<file path="config.mk">
export PLATFORM = sky130hd
export DESIGN_NAME = verify_ram
export DESIGN_NICKNAME = d
export VERILOG_FILES = /design/src/rtl/verify_ram.sv
export SDC_FILE = /design/constraint.sdc
export NUM_CORES = 1
export LEC_CHECK = 0
export CORE_AREA = 4 4 529 531
export DETAILED_ROUTE_END_ITERATION = 16
export DIE_AREA = 0 0 533 535
export REMOVE_ABC_BUFFERS = 1
export SYNTH_ARGS = -nofsm -noshare
export SYNTH_HDL_FRONTEND = slang
export SYNTH_SLANG_ARGS = --single-unit
</file>
<file path="constraint.sdc">
create_clock -name ram_clk -period 3.3 [get_ports ram_clk]
set_clock_uncertainty 0.05 [all_clocks]
set_input_delay 0.66 -clock ram_clk [delete_from_list [all_inputs] [get_ports ram_clk]]
set_output_delay 0.66 -clock ram_clk [all_outputs]
set_load 0.01 [all_outputs]
</file>
<file path="src/rtl/verify_ram.sv">
// verify_ram: AXI4 read-only memory checker. Reads BLOCKS bursts of BLOCK_SIZE bytes
// from BASE_ADDR and counts beats that differ from a constant fill byte, carry a
// non-OKAY response or have RLAST in the wrong place.
// Optional feature macro: VERIFY_RAM_FIRST_ERR_EN adds first_err_addr.
module verify_ram #(
    parameter int unsigned DW         = 512,
    parameter logic [7:0]  FILL_VALUE = 8'hFC,
    parameter logic [63:0] BASE_ADDR  = 64'h10_0000_0000,
    parameter int unsigned BLOCK_SIZE = 4096,
    parameter int unsigned BLOCKS     = 1024
) (
    input  logic            ram_clk,
    input  logic            ram_reset,
    input  logic            start,
    output logic            idle,
    output logic            pass,
    output logic [31:0]     error_count,
    output logic [63:0]     elapsed,
`ifdef VERIFY_RAM_FIRST_ERR_EN
    output logic [63:0]     first_err_addr,
`endif
    // read address channel
    output logic [63:0]     M_AXI_ARADDR,
    output logic [7:0]      M_AXI_ARLEN,
    output logic [2:0]      M_AXI_ARSIZE,
    output logic [1:0]      M_AXI_ARBURST,
    output logic [3:0]      M_AXI_ARID,
    output logic            M_AXI_ARLOCK,
    output logic [3:0]      M_AXI_ARCACHE,
    output logic [3:0]      M_AXI_ARQOS,
    output logic [2:0]      M_AXI_ARPROT,
    output logic            M_AXI_ARVALID,
    input  logic            M_AXI_ARREADY,
    // read data channel
    input  logic [DW-1:0]   M_AXI_RDATA,
    input  logic [1:0]      M_AXI_RRESP,
    input  logic            M_AXI_RLAST,
    input  logic            M_AXI_RVALID,
    output logic            M_AXI_RREADY,
    // unused write channels, tied off
    output logic [63:0]     M_AXI_AWADDR,
    output logic [7:0]      M_AXI_AWLEN,
    output logic [2:0]      M_AXI_AWSIZE,
    output logic [1:0]      M_AXI_AWBURST,
    output logic [3:0]      M_AXI_AWID,
    output logic            M_AXI_AWVALID,
    output logic [DW-1:0]   M_AXI_WDATA,
    output logic [DW/8-1:0] M_AXI_WSTRB,
    output logic            M_AXI_WLAST,
    output logic            M_AXI_WVALID,
    output logic            M_AXI_BREADY
);

    localparam int unsigned BEAT_BYTES = DW / 8;
    localparam int unsigned BEATS      = BLOCK_SIZE / BEAT_BYTES;
    localparam int unsigned SIZE_LOG2  = $clog2(BEAT_BYTES);

    typedef enum logic {AR_IDLE, AR_ISSUE} ar_state_e;
    typedef enum logic {R_IDLE, R_CHECK} r_state_e;

    ar_state_e   ar_state_q, ar_state_d;
    logic [63:0] araddr_q, araddr_d;
    logic [31:0] ar_count_q, ar_count_d;

    r_state_e    r_state_q, r_state_d;
    logic [8:0]  beat_q, beat_d;
    logic [31:0] block_q, block_d;
    logic [31:0] err_q, err_d;
    logic [63:0] elapsed_q, elapsed_d;
    logic        pass_q, pass_d;
`ifdef VERIFY_RAM_FIRST_ERR_EN
    logic [63:0] fe_q, fe_d;
    logic [63:0] beat_addr_q, beat_addr_d;
`endif

    logic last_beat;
    logic beat_err;

    // constant channel attributes and tie-offs
    assign M_AXI_ARLEN   = 8'(BEATS - 1);
    assign M_AXI_ARSIZE  = 3'(SIZE_LOG2);
    assign M_AXI_ARBURST = 2'b01;
    assign M_AXI_ARID    = 4'd0;
    assign M_AXI_ARLOCK  = 1'b0;
    assign M_AXI_ARCACHE = 4'd0;
    assign M_AXI_ARQOS   = 4'd0;
    assign M_AXI_ARPROT  = 3'd0;
    assign M_AXI_RREADY  = 1'b1;
    assign M_AXI_AWADDR  = '0;
    assign M_AXI_AWLEN   = '0;
    assign M_AXI_AWSIZE  = '0;
    assign M_AXI_AWBURST = '0;
    assign M_AXI_AWID    = '0;
    assign M_AXI_AWVALID = 1'b0;
    assign M_AXI_WDATA   = '0;
    assign M_AXI_WSTRB   = '0;
    assign M_AXI_WLAST   = 1'b0;
    assign M_AXI_WVALID  = 1'b0;
    assign M_AXI_BREADY  = 1'b1;

    assign M_AXI_ARADDR  = araddr_q;
    assign M_AXI_ARVALID = (ar_state_q == AR_ISSUE);

    assign idle        = (r_state_q == R_IDLE);
    assign pass        = pass_q;
    assign error_count = err_q;
    assign elapsed     = elapsed_q;
`ifdef VERIFY_RAM_FIRST_ERR_EN
    assign first_err_addr = fe_q;
`endif

    // Beat position comes from our own counter; RLAST is only checked, never trusted.
    assign last_beat = (beat_q == 9'(BEATS));
    assign beat_err  = (M_AXI_RDATA != {BEAT_BYTES{FILL_VALUE}}) ||
                       (M_AXI_RRESP != 2'b00) ||
                       (M_AXI_RLAST != last_beat);

    // AR FSM next state: issue BLOCKS back-to-back bursts, address held while stalled
    always_comb begin
        ar_state_d = ar_state_q;
        araddr_d   = araddr_q;
        ar_count_d = ar_count_q;
        case (ar_state_q)
            AR_IDLE: begin
                if (start && idle) begin
                    ar_state_d = AR_ISSUE;
                    araddr_d   = BASE_ADDR;
                    ar_count_d = 32'd1;
                end
            end
            AR_ISSUE: begin
                if (M_AXI_ARREADY) begin
                    if (ar_count_q == BLOCKS) begin
                        ar_state_d = AR_IDLE;
                    end else begin
                        araddr_d   = araddr_q + 64'(BLOCK_SIZE);
                        ar_count_d = ar_count_q + 32'd1;
                    end
                end
            end
            default: ar_state_d = AR_IDLE;
        endcase
    end

    // R FSM next state: check beats, count errors, time the pass
    always_comb begin
        r_state_d = r_state_q;
        beat_d    = beat_q;
        block_d   = block_q;
        err_d     = err_q;
        elapsed_d = elapsed_q;
        pass_d    = pass_q;
`ifdef VERIFY_RAM_FIRST_ERR_EN
        fe_d        = fe_q;
        beat_addr_d = beat_addr_q;
`endif
        case (r_state_q)
            R_IDLE: begin
                // beats arriving here are leftovers from an aborted pass: dropped
                if (start) begin
                    r_state_d = R_CHECK;
                    beat_d    = 9'd1;
                    block_d   = 32'd1;
                    err_d     = '0;
                    elapsed_d = '0;
`ifdef VERIFY_RAM_FIRST_ERR_EN
                    fe_d        = '1;
                    beat_addr_d = BASE_ADDR;
`endif
                end
            end
            R_CHECK: begin
                elapsed_d = elapsed_q + 64'd1;
                if (M_AXI_RVALID) begin
                    if (beat_err) begin
                        err_d = (err_q == '1) ? err_q : err_q + 32'd1;
`ifdef VERIFY_RAM_FIRST_ERR_EN
                        if (err_q == '0) fe_d = beat_addr_q;
`endif
                    end
`ifdef VERIFY_RAM_FIRST_ERR_EN
                    beat_addr_d = beat_addr_q + 64'(BEAT_BYTES);
`endif
                    if (last_beat) begin
                        beat_d = 9'd1;
                        if (block_q == BLOCKS) begin
                            r_state_d = R_IDLE;
                            pass_d    = (err_d == '0);
                        end else begin
                            block_d = block_q + 32'd1;
                        end
                    end else begin
                        beat_d = beat_q + 9'd1;
                    end
                end
            end
            default: r_state_d = R_IDLE;
        endcase
    end

    // State registers with synchronous reset
    always_ff @(posedge ram_clk) begin
        if (ram_reset) begin
            ar_state_q  <= AR_IDLE;
            araddr_q    <= BASE_ADDR;
            ar_count_q  <= '0;
            r_state_q   <= R_IDLE;
            beat_q      <= 9'd1;
            block_q     <= 32'd1;
            err_q       <= '0;
            elapsed_q   <= '0;
            pass_q      <= 1'b0;
`ifdef VERIFY_RAM_FIRST_ERR_EN
            fe_q        <= '1;
            beat_addr_q <= BASE_ADDR;
`endif
        end else begin
            ar_state_q  <= ar_state_d;
            araddr_q    <= araddr_d;
            ar_count_q  <= ar_count_d;
            r_state_q   <= r_state_d;
            beat_q      <= beat_d;
            block_q     <= block_d;
            err_q       <= err_d;
            elapsed_q   <= elapsed_d;
            pass_q      <= pass_d;
`ifdef VERIFY_RAM_FIRST_ERR_EN
            fe_q        <= fe_d;
            beat_addr_q <= beat_addr_d;
`endif
        end
    end

endmodule

</file>
==> impl_metrics.toml, run 1 <==
[flow_run]
maxCapViolations = 0

[power]
p_int_mw = 5.61
ir_drop_mv = 0.359
p_comb_share_pct = 22.0
leakagePower_nw = 11.9
netSwitchingFraction_pct = 30.1
seq_power_share_pct = 33.9
power_density_nw_per_um2 = 247
p_clk_share_pct = 44.1
p_switching_mw = 2.41

[logic_synthesis]
async_flop_share_pct = 0
synth_area_um2 = 19400
synth.avg_cell_area_um2 = 7.68
synth.distinct_cells = 77
synth_edf_count = 0
yosysTopAreaCellShare_pct = 27.2
synth_top_cell_by_area = "buf_4"
ys_seq_area_share_pct = 23.1
netlist_instances = 2530
ys.warnings.count = 0
ys_ff_latch = 224
synth_flop_cell = "dfxtp_1"
synthTopCellsByArea = "buf_4 27%, dfxtp_1 23%, nand4_1 4.9%"

[status]
violations = "negative setup slack"
status = "finished with violations"

[clocking]
cts_tree = "done"
cts.clk_slew.worst_paths_ns = 0.06
cts.htree.levels = 1
cts_buffers = 30
worstSkewPairLatency_ns = 0.62
clkSinkCount = 224
root_buffer = "clkbuf_16"
clock_path_buffers = 3

[setup_path]
critPathLaunchType = "primary input"
critical_path_required_ns = 3.79
regToRegSetupSlack_ns = -0.02
cp-end-kind = "flop"
crit_type = "primary input to flop"
crit_arrival_ns = 4.00
crit_fanout = 5

[place]
io_buffers = 670
place_congestion = 0.944
place_inst = 7174
hpwl_mm = 122
dpl_cell_area_um2 = 30700

[global_route]
grt_busiest_layer = "met2"
grt_pass1_wl_mm = 170
grt_max_degree = 63
use_met1_pct = 9.55
grt_overflow_total = 0
grt_use_met3_pct = 2.70
grt_pass1_vias = 19200
track_usage_pct = 8.79
use_met2_pct = 15.5
antenna_found_initial = 60

[floorplan]
die_w_um = 533
core_area_um2 = 276000
initial_core_util_pct = 7.05
ios = 1374
row_count = 193
dieArea_um2 = 285000
die_y_um = 535

[timing]
slew_headroom_pct = 40.1
fin_ws_ns = -0.210
period_share_pct = 106
setup_viol = 6
hold_viol = 0
post-route-min-period_ns = 3.51
hold_slack_ns = 0.450
fmax_ghz = 0.285
drv_slew = 0
worst_pin_slew_ns = 0.896
rsz0062_at_grt = "true"
fin_tns_setup_ns = -0.409

[detailed_routing]
drt_first_iter_violations = 1071
vias = 20700
wl_per_cell_um = 18.6
antenna_left = 0
viasPerCell = 2.85
drt_first_pass_iters = 8
wl_mm = 135
drc = 0

[final_layout]
drive_gt1_share_pct = 15.9
fin_nets = 4039
area_delta_synth_final_pct = 67.4
fin_area_um2 = 32500
fillCellCount = 31800
final_cell_mix = "703 x conb_1, 535 x clkdlybuf4s50_1, 321 x buf_4"
final_common_cell = "conb_1"
final_cells = 7264

[min_path]
hp-class = "flop to flop"
flip-flops by register name, indices dropped and copies added (netlist names):
signal,flops
M_AXI_ARVALID,1
pass,1
r_state_q,1
block_q,32
M_AXI_ARADDR,52
beat_q,9
ar_count_q,32
elapsed,64
error_count,32
power groups by stage:
stage | Sequential (mW) | Combinational, mW | Clock [mW]
3_3_place_gp | 2.78 | 1.76 | 0
3_5_place_dp | 2.78 | 1.76 | 0
2_1_floorplan | 2.79 | 0.541 | 0
4_1_cts | 2.72 | 1.75 | 3.72
6_report | 2.72 | 1.77 | 3.54
5_1_grt | 2.72 | 1.88 | 3.80
final timing paths:
check | start | to | cells after the start
max | M_AXI_RDATA[72] | pass$_SDFFE_PP0P_ | 14
min | ar_count_q[9]$_SDFFE_PP0P_ | ar_count_q[9]$_SDFFE_PP0P_ | 2
max reg2reg | beat_q[8]$_SDFFE_PP0P_ | pass$_SDFFE_PP0P_ | 14
min reg2reg | ar_count_q[9]$_SDFFE_PP0P_ | ar_count_q[9]$_SDFFE_PP0P_ | 2
through the flow:
step	setup WS, ns	total power [mW]	util, %
global placement	-2.01	4.54	11.1
global route	-0.286	8.40	11.8
CTS	-0.151	8.19	11.6
finish	-0.210	8.03	11.8
floorplan	-0.170	3.33	-
detailed placement	-1.95	4.54	11.1
area by class of cell:
class	instances	area, um^2	share of cell area, %
flip-flops and latches	224	4480	13.8
clock inverters	12	203	0.623
clock buffers	42	856	2.63
diodes	27	67.6	0.208
multi-input cells	2204	12500	38.4
repair buffers	1021	9660	29.7
well taps	3705	4640	14.3
inverters	29	109	0.335
repair_timing:
item,4_1_cts,5_1_grt
gates resized for setup,189,122
pin swaps,56,67
buffers inserted,9,5
setup endpoints to repair,33,30
hold buffers,0,0
routing by layer:
metal  routed length [um]  part of all wire (%)  vias up
li1                     -                     -     9605
met1                49500                    37     9658
met2                66500                    49     1188
met3                12300                   9.1      205
met4                 6920                   5.1       16
met5                  108                 0.080        -
critical path, cell delays in order:
cell and delay (ns):
clkdlybuf4s50_1 0.44, or4bb_4 0.62, nor4_4 0.24, nand4_1 0.17, nor4_4 0.33, buf_12 0.16
nand4_4 0.17, buf_6 0.18, buf_6 0.10, a211o_1 0.28, o21ai_1 0.09, o211a_1 0.18
nand4_1 0.11, o31ai_2 0.25
cell usage after synthesis, types with 9 or more instances:
library cell  number
buf_4            703
nor2_1           243
dfxtp_1          224
nand2_1          171
nand4_1          153
nand3_1          122
nand4b_1          95
xor2_1            81
a21oi_1           73
nor4_1            72
nor3_1            55
clkbuf_1          52
o21ai_0           51
and3_1            40
or3_1             39
xnor2_1           32
inv_1             29
mux2_2            18
o211ai_1          16
or4bb_1           15
buf_2             14
and4_1            13
nand2b_1          13
nand4bb_1         13
or2_2             13
a311oi_1          12
o21a_1            12
and2_1            11
mux2i_1           10
ha_1               9
or4_1              9
kinds of logic after synthesis:
| logic type | synth area share, % |
|---|---|
| other | 0.0387 |
| DFF | 23.1 |
| buffers and inverters | 29.3 |
| muxes | 1.56 |
| adders and majority gates | 0.580 |
| and+or+nand+nor | 33.6 |
| AOI/OAI and AO/OA | 6.78 |
| xor gates and xnor gates | 5.10 |
(Power assumes the default switching activity.)
==> inputs of run 2 (changes only) <==
--- a/config.mk
+++ b/config.mk
@@ -5,6 +5,7 @@
 export SDC_FILE = /design/constraint.sdc
 export NUM_CORES = 1
 export LEC_CHECK = 0
+export CAP_MARGIN = 20
 export CORE_AREA = 4 4 529 531
 export DETAILED_ROUTE_END_ITERATION = 16
 export DIE_AREA = 0 0 533 535
==> results of run 2 <==
Same layout as run 1: the final DEF is identical, and so are final timing and power.
